`src/rtl/run_ctrl_pkg.sv`:
```
// rtl/run_ctrl_pkg.sv - shared types and constants for the run/halt/step controller
package run_ctrl_pkg;

  // Controller states; the numeric values are visible on state_o
  typedef enum logic [2:0] {
    ST_RST   = 3'd0,
    ST_RUN   = 3'd1,
    ST_HALT  = 3'd2,
    ST_ERROR = 3'd3,
    ST_STEP  = 3'd4
  } state_e;

  // Debug command opcodes carried on cmd_i
  typedef enum logic [1:0] {
    CMD_HALT  = 2'b00,
    CMD_RUN   = 2'b01,
    CMD_STEP  = 2'b10,
    CMD_CLEAR = 2'b11
  } cmd_e;

  // Reason for the most recent stop, visible on halt_cause_o
  typedef enum logic [2:0] {
    CAUSE_NONE      = 3'd0,
    CAUSE_ECALL     = 3'd1,
    CAUSE_EBREAK    = 3'd2,
    CAUSE_CMD_HALT  = 3'd3,
    CAUSE_STEP_DONE = 3'd4,
    CAUSE_ERROR     = 3'd5
  } cause_e;

  // Bit positions inside the exception vector
  localparam int ANOMALY_MSB = 2;
  localparam int ECALL       = 3;
  localparam int EBREAK      = 4;

  // A STEP of zero still retires one instruction
  function automatic logic [7:0] step_count_load(input logic [7:0] n);
    return (n == 8'd0) ? 8'd1 : n;
  endfunction

endpackage

```
`src/rtl/perf_counter.sv`:
```
// rtl/perf_counter.sv - enabled wrapping event counter with synchronous active-low clear
module perf_counter
  import run_ctrl_pkg::*;
#(
  parameter int DATA_WIDTH = 64
) (
  input  logic                  clk_i,
  input  logic                  clr_ni,
  input  logic                  en_i,
  output logic [DATA_WIDTH-1:0] count_o
);

  localparam logic [DATA_WIDTH-1:0] ONE = {{(DATA_WIDTH-1){1'b0}}, 1'b1};

  logic [DATA_WIDTH-1:0] r_count;

  // Count enabled cycles; natural overflow wraps all-ones back to zero
  always_ff @(posedge clk_i) begin
    if (!clr_ni) begin
      r_count <= '0;
    end else if (en_i) begin
      r_count <= r_count + ONE;
    end
  end

  assign count_o = r_count;

endmodule

```
`src/rtl/run_ctrl.sv`:
```
// rtl/run_ctrl.sv - CPU run/halt/single-step controller with exception handling
module run_ctrl
  import run_ctrl_pkg::*;
#(
  parameter int DATA_WIDTH = 64,
  parameter int BOOT_RUN   = 1
) (
  input  logic                  clk_i,
  input  logic                  rst_i,
  input  logic [7:0]            exception_i,
  input  logic                  cmd_valid_i,
  input  logic [1:0]            cmd_i,
  input  logic [7:0]            cmd_arg_i,
  output logic                  cmd_ready_o,
  output logic                  pc_we_o,
  output logic [2:0]            state_o,
  output logic [2:0]            halt_cause_o,
  output logic [2:0]            err_code_o,
  output logic [DATA_WIDTH-1:0] retired_o
);

  state_e     r_state;
  state_e     w_state_nxt;
  cause_e     r_cause;
  cause_e     w_cause_nxt;
  logic [2:0] r_err;
  logic [2:0] w_err_nxt;
  logic [7:0] r_step_cnt;
  logic [7:0] w_step_nxt;

  logic       w_anomaly;
  logic       w_ecall;
  logic       w_ebreak;
  logic       w_exc;
  logic       w_active;
  logic       w_pc_we;
  logic       w_ready;
  logic       w_cmd_acc;
  cmd_e       w_cmd;
  logic       w_last_step;
  logic       w_unused;

  // Upper exception bits carry no meaning for this controller
  assign w_unused = &{1'b0, exception_i[7:5]};

  assign w_anomaly = |exception_i[ANOMALY_MSB:0];
  assign w_ecall   = exception_i[ECALL];
  assign w_ebreak  = exception_i[EBREAK];
  assign w_exc     = w_anomaly | w_ecall | w_ebreak;

  // An instruction retires only while executing and only on a clean cycle
  assign w_active    = (r_state == ST_RUN) || (r_state == ST_STEP);
  assign w_pc_we     = w_active && !w_exc;
  assign w_ready     = (r_state != ST_RST);
  assign w_cmd_acc   = cmd_valid_i && w_ready;
  assign w_cmd       = cmd_e'(cmd_i);
  assign w_last_step = (r_state == ST_STEP) && w_pc_we && (r_step_cnt == 8'd1);

  // State, cause, error code and step budget registers
  always_ff @(posedge clk_i) begin
    if (!rst_i) begin
      r_state    <= ST_RST;
      r_cause    <= CAUSE_NONE;
      r_err      <= 3'd0;
      r_step_cnt <= 8'd0;
    end else begin
      r_state    <= w_state_nxt;
      r_cause    <= w_cause_nxt;
      r_err      <= w_err_nxt;
      r_step_cnt <= w_step_nxt;
    end
  end

  // Next-state logic: exceptions beat commands, the final step retire beats HALT
  always_comb begin
    w_state_nxt = r_state;
    w_cause_nxt = r_cause;
    w_err_nxt   = r_err;
    w_step_nxt  = r_step_cnt;
    case (r_state)
      ST_RST: begin
        if (BOOT_RUN != 0) begin
          w_state_nxt = ST_RUN;
        end else begin
          w_state_nxt = ST_HALT;
          w_cause_nxt = CAUSE_CMD_HALT;
        end
      end
      ST_RUN, ST_STEP: begin
        if ((r_state == ST_STEP) && w_pc_we) begin
          w_step_nxt = r_step_cnt - 8'd1;
        end
        if (w_anomaly) begin
          w_state_nxt = ST_ERROR;
          w_cause_nxt = CAUSE_ERROR;
          w_err_nxt   = exception_i[ANOMALY_MSB:0];
        end else if (w_ecall) begin
          w_state_nxt = ST_HALT;
          w_cause_nxt = CAUSE_ECALL;
        end else if (w_ebreak) begin
          w_state_nxt = ST_HALT;
          w_cause_nxt = CAUSE_EBREAK;
        end else if (w_last_step) begin
          w_state_nxt = ST_HALT;
          w_cause_nxt = CAUSE_STEP_DONE;
        end else if (w_cmd_acc && (w_cmd == CMD_HALT)) begin
          w_state_nxt = ST_HALT;
          w_cause_nxt = CAUSE_CMD_HALT;
        end
      end
      ST_HALT: begin
        if (w_cmd_acc) begin
          case (w_cmd)
            CMD_RUN: begin
              w_state_nxt = ST_RUN;
              w_cause_nxt = CAUSE_NONE;
            end
            CMD_STEP: begin
              w_state_nxt = ST_STEP;
              w_step_nxt  = step_count_load(cmd_arg_i);
            end
            default: begin
            end
          endcase
        end
      end
      ST_ERROR: begin
        if (w_cmd_acc && (w_cmd == CMD_CLEAR)) begin
          w_state_nxt = ST_HALT;
          w_cause_nxt = CAUSE_NONE;
          w_err_nxt   = 3'd0;
        end
      end
      default: begin
        w_state_nxt = ST_RST;
      end
    endcase
  end

  perf_counter #(
    .DATA_WIDTH(DATA_WIDTH)
  ) u_retired (
    .clk_i   (clk_i),
    .clr_ni  (rst_i),
    .en_i    (w_pc_we),
    .count_o (retired_o)
  );

  assign cmd_ready_o  = w_ready;
  assign pc_we_o      = w_pc_we;
  assign state_o      = r_state;
  assign halt_cause_o = r_cause;
  assign err_code_o   = r_err;

endmodule
```
`config.mk`:
```
export PLATFORM = sky130hd
export DESIGN_NAME = run_ctrl
export DESIGN_NICKNAME = d
export VERILOG_FILES = /design/src/rtl/run_ctrl_pkg.sv /design/src/rtl/perf_counter.sv /design/src/rtl/run_ctrl.sv
export SDC_FILE = /design/constraint.sdc
export NUM_CORES = 1
export LEC_CHECK = 0
export ABC_AREA = 0
export ABC_CLOCK_PERIOD_IN_PS = 2700
export CAP_MARGIN = 25
export CORE_MARGIN = 1.5
export CORE_UTILIZATION = 35
export CTS_CLUSTER_SIZE = 8
export DETAILED_ROUTE_END_ITERATION = 7
export HOLD_SLACK_MARGIN = 0.06
export PLACE_DENSITY = 0.59
export SETUP_SLACK_MARGIN = 0.2
export SYNTH_ARGS = -nofsm -noshare
export SYNTH_HDL_FRONTEND = slang
export SYNTH_SLANG_ARGS = --single-unit
```
`constraint.sdc`:
```
create_clock -name clk_i -period 2.7 [get_ports clk_i]
set_input_delay 0.405 -clock clk_i [delete_from_list [all_inputs] [get_ports clk_i]]
set_output_delay 0.405 -clock clk_i [all_outputs]
set_load 0.01 [all_outputs]
```
Word level (Yosys, flattened, before mapping)
Index checks and enable logic that the tools add are counted.
Widths: inputs -> output; s select.
- latch bits: 0
- input bits: 21
- flip-flop bits (word level): 81
- ROM bits: 0
- memories: 0
- RAM bits: 0
- $mul: 0
- shift-type cells: 0
- div/mod/pow operators: 0
- bitwise gates (word level): 2
- equal/unequal tests: 16
- $lt $le $gt $ge: 0
- reductions and logical operators: 21
- add/subtract/negate cells: 2
- muxes and demuxes: 25
- operator list (kind ; count):
    $add 64x1->64 const B ; 1
    $mux 3 ; 16
    $mux 8 ; 4
    $pmux 8 s2 ; 1
    $pmux 3 s2 ; 2
    $pmux 3 s4 ; 1
    $ne 2x2->1 const B ; 5
    $pmux 3 s3 ; 1
    $eq 8x1->1 const B ; 1
    $logic_not 8->1 ; 1
    $reduce_and 4->1 ; 2
    $sub 8x1->8 const B ; 1
    $eq 3x2->1 const B ; 2
    $logic_and 1x1->1 ; 6
    $ne 6x6->1 const B ; 1
    $reduce_bool 3->1 ; 2
    $reduce_and 5->1 ; 1
    $eq 2x2->1 const B ; 2
    $reduce_bool 2->1 ; 2
    $eq 3x1->1 const B ; 1
    $eq 3x3->1 const B ; 1
    $logic_not 3->1 ; 1
    $ne 3x2->1 const B ; 1
    $reduce_and 3->1 ; 1
    other kinds (8) ; 9

Longest topological paths before layout
Gate-level depths: netlist of run 1.
- depth after elaboration: 12
- depth in mapped cells: 8
- mapped depth without buffers: 6

Hierarchy
Synthesis of run 1 repeated with hierarchy kept, for this count alone.
- cells, all modules: 514
- area, all modules: 4316.6 sq um
- modules (own cells, without submodules) (module ; area each (sq um) ; sequential area each (sq um) ; cells each ; instances):
    perf_counter ; 3129.3 ; 1281.2 ; 357 ; 1
    run_ctrl ; 1187.4 ; 340.3 ; 157 ; 1

Worst setup path after synthesis of run 1
Ideal clock, no wire load.
- kind: input-to-reg
- start point: input exception_i[0]
- end point: register u_retired.r_count[59] (netlist: u_retired.count_o[59])
- stages on the path: 7
- setup slack: 0.319 ns
- library setup time: 0.070 ns
- arrival: 2.311 ns
- required time: 2.630 ns
- cell sequence: or4_4 > or4_4 > clkinv_2 > nand3_2 > buf_6 > or4_1 > a21oi_1
- longest elaborated chain between the ends: 5
- RTL lines (what ; RTL line ; source):
    start: declaration ; run_ctrl.sv:10 ; input logic [7:0] exception_i,
    $reduce_or 3->1 ; run_ctrl.sv:46 ; assign w_anomaly = |exception_i[ANOMALY_MSB:0];
    $or 1x1->1 (2 in a row) ; run_ctrl.sv:49 ; assign w_exc = w_anomaly | w_ecall | w_ebreak;
    $logic_not 1->1 ; run_ctrl.sv:53 ; assign w_pc_we = w_active && !w_exc;
    $logic_and 1x1->1 ; run_ctrl.sv:53 ;
    end signal: assignment ; perf_counter.sv:22 ; r_count <= r_count + ONE;
    end: declaration ; perf_counter.sv:15 ; logic [DATA_WIDTH-1:0] r_count;
Every way passes these cells.
A chain may end at the register's enable or synchronous reset.

Worst setup path after layout of run 1
- start point: input exception_i[3]
- end point: register u_retired.r_count[47] (netlist: u_retired.count_o[47])
- longest elaborated chain between the ends: 4
- RTL lines (what ; RTL line):
    $or 1x1->1 (2 in a row) ; run_ctrl.sv:49
    $logic_not 1->1 ; run_ctrl.sv:53
    $logic_and 1x1->1 ; run_ctrl.sv:53
Every way passes these cells.

==> results.json, run 1 <==
{
  "hpwl_dp_microns": 8210,
  "timing.final.crit_share_pct": 91.1,
  "die_height_microns": 112,
  "worst_setup_hold_path_clk_slew_ns": 0.06,
  "synth_edf_count": 0,
  "fin_worst_hold_slack_ns": 0.464,
  "drt-wirelength-per-cell_microns": 14.9,
  "setup.worst_path.class": "input port to register",
  "antenna_cells_inserted": 0,
  "reg2reg_slack_ns": 0.41,
  "grt_setup_unrepaired": "yes",
  "fin_setup_tns_ns": 0,
  "worst-endpoint-required_ns": 2.97,
  "max_slew.worst_pin.slew_ns": 0.587,
  "final_max_slew_viol_count": 0,
  "timing.critical_path.arrival_ns": 2.73,
  "worstHoldPathType": "register to register",
  "post-synth-top-count-cell": "dfxtp_1",
  "avgViaCountPerCell": 5.51,
  "tritoncts": "yes",
  "power_mw": 2.68,
  "synthTopCellsByArea": "dfxtp_1 (39%), a21oi_1 (6.9%), nand4_1 (4.7%)",
  "final_util_pct": 50.7,
  "h-tree-depth": 3,
  "finalSetupViolations": 0,
  "rows": 39,
  "dieArea_sq_um": 12500,
  "yosys_register_bits": 81,
  "worstSkewPairLatency_ns": 0.33,
  "critPathLaunch": "exception_i[3]",
  "design.final.nets": 662,
  "synth_largest_area_cell": "dfxtp_1",
  "cp_launch_type": "input port",
  "async_reset_ff_share_pct": 0,
  "starting_utilization_of_the_core_area_pct": 36.0,
  "timing.max_slew.rel_slack_pct": 60.5,
  "gp_congestion": 0.834,
  "power.density_nw_per_um2": 461,
  "ctsHoldBuffers": 0,
  "num_vias": 4321,
  "ctsLongestPathBuffers": 2,
  "iteration_0_drc_count_of_the_detailed_router": 201,
  "initial_antenna_violation_count": 0,
  "synth-seq-area-share_pct": 39.2,
  "syn-instance-count": 518,
  "count_of_distinct_cell_types_in_the_synthesized_netlist": 49,
  "cp_max_fo": 6,
  "drc": 0,
  "grt_overflow_total": 0,
  "ir_drop_uv": 290,
  "synth_area_sq_um": 4130,
  "cell_area_reported_after_detailed_placement_sq_um": 5440,
  "post-synth-top-area-fraction_pct": 39.2,
  "clock_sink_count": 81,
  "synth.top_cells.by_count": "dfxtp_1 (81), a21oi_1 (57), nand2_1 (46)",
  "worst_clock_skew_on_the_final_layout_ns": 0.00777,
  "worst_r2r_startpoint": "u_retired.count_o[0]$_SDFFE_PN0N_",
  "final.fill_count": 1105,
  "hold_path_startpoint": "halt_cause_o[1]$_SDFFE_PN0P_",
  "ys_dominant_reg_cell": "dfxtp_1",
  "synth_warnings": 0,
  "maxClockFrequency_mhz": 406,
  "final_hold_viol_count": 0,
  "pin_count": 96,
  "antenna_violating_nets_post_route": 0,
  "syn_area_per_cell_sq_um": 7.98,
  "die_w_microns": 112,
  "share_of_post_route_cells_with_drive_strength_above_1_pct": 11.5,
  "areaGrowthSynthToFinish_pct": 40.6,
  "core_area_sq_um": 11500,
  "grt_pass1_vias": 4149,
  "cell_at_the_root_of_the_clock_tree": "clkbuf_16",
  "setup.worst_path.end_class": "register",
  "run_status": "finished, final reports clean",
  "gr-usage-all-layers_pct": 18.8,
  "port_buffers": 92,
  "min_period_ns": 2.46,
  "count_of_maximum_capacitance_violations": 0,
  "grt_start_max_net_pins": 49,
  "drt_pre_antenna_iters": 4,
  "p_leak_nw": 1.91,
  "routed_wl_microns": 11700,
  "post_route_standard_cell_area_excluding_fillers_sq_um": 5810,
  "numCtsBuffers": 9,
  "postSynthNetCount": 542,
  "grt_first_pass_wirelength_microns": 19500
}
[sequential cells by signal, summed over array words and instances, names as in the netlist]
signal	cells
err_code_o	3
halt_cause_o	3
r_step_cnt	8
state_o	3
u_retired.count_o	64
[worst max-delay path, cell delays in order]
cell and delay, ns:
dlygate4sd2_1 0.24, or4_4 0.54, or4_4 0.52, clkinv_4 0.09
nand4_4 0.15, clkbuf_16 0.23, or4_1 0.41, a21oi_2 0.14
[routing by layer]
metal	wire, microns	GRT usage (%)
met1	5520	23.5
met2	5440	32.1
met3	580	4.79
met4	110	4.98
met5	0	0
[power by group]
part           total (mW)  leakage [nW]  switching [mW]  internal [mW]
logic               0.238          1.11           0.127          0.111
registers            1.22         0.654          0.0118           1.21
clock network        1.22         0.137           0.483          0.734
total                2.68          1.91           0.622           2.06
[worst paths after layout]
path                                                      endpoint  cells past startpoint
worst max-delay path            u_retired.count_o[47]$_SDFFE_PN0N_                      8
worst min-delay path                  halt_cause_o[1]$_SDFFE_PN0P_                      2
worst max register to register  u_retired.count_o[36]$_SDFFE_PN0N_                      7
worst min register to register        halt_cause_o[1]$_SDFFE_PN0P_                      2
[placed cells by master, fill, tap and decap left out, types with 3 or more instances in the layout]
cell and count:
nand4_1 31, dfxtp_1 81, nand3_1 34, and3_1 7, and2_1 3, and4_1 4
o21ai_0 36, nor3_1 15, xor2_1 16, a21oi_1 55, o31ai_1 14, nor2_1 38
nand2b_1 3, inv_1 7, dlygate4sd2_1 4, a21o_1 5, clkdlybuf4s50_1 87, nand2_1 45
or3_1 23, a211oi_1 3, or4_1 21, ha_1 3, clkbuf_16 10, nor4_1 5
buf_4 39, xnor2_1 8
[per-stage QoR]
stage	setup WS, ns	instances
global placement	-0.276	766
finish	0.239	784
global route	0.173	784
CTS	0.208	784
floorplan	0.319	518
detailed placement	-0.301	766
[cell type report]
type	count	area (sq um)	share of cell area, %
clock buffers	10	239	4.11
well taps	143	179	3.08
clock inverters	4	53.8	0.926
inverters	9	38.8	0.667
multi-input cells	402	2380	41.0
repair buffers	135	1300	22.3
flip-flops and latches	81	1620	27.9
[cells by family (layout without fill, tap and decap cells)]
logic type	after synthesis	in the layout	synth area share [%]
AOI/OAI and AO/OA	129	129	18.2
xor gates and xnor gates	24	24	5.09
adders and majority gates	4	4	1.15
buffers and inverters	35	158	3.60
DFF	81	81	39.2
muxes	1	1	0.242
and+or+nand+nor	244	244	32.5
[what timing repair did]
| item | CTS | global route |
|---|---|---|
| pin swaps | 10 | 4 |
| gates cloned | 2 | 0 |
| setup endpoints to repair | 22 | 17 |
| endpoints found under the hold margin | 0 | 0 |
| buffers inserted | 2 | 0 |
| gates resized for setup | 12 | 5 |
Note: power is estimated with default switching activity, not from simulation.
==> inputs of run 2 (changes only) <==
--- a/config.mk
+++ b/config.mk
@@ -15,6 +15,7 @@
 export HOLD_SLACK_MARGIN = 0.06
 export PLACE_DENSITY = 0.59
 export SETUP_SLACK_MARGIN = 0.2
+export SKIP_LAST_GASP = 1
 export SYNTH_ARGS = -nofsm -noshare
 export SYNTH_HDL_FRONTEND = slang
 export SYNTH_SLANG_ARGS = --single-unit
==> results of run 2 <==
The final DEF is identical to that of run 1; final timing and power are the same.
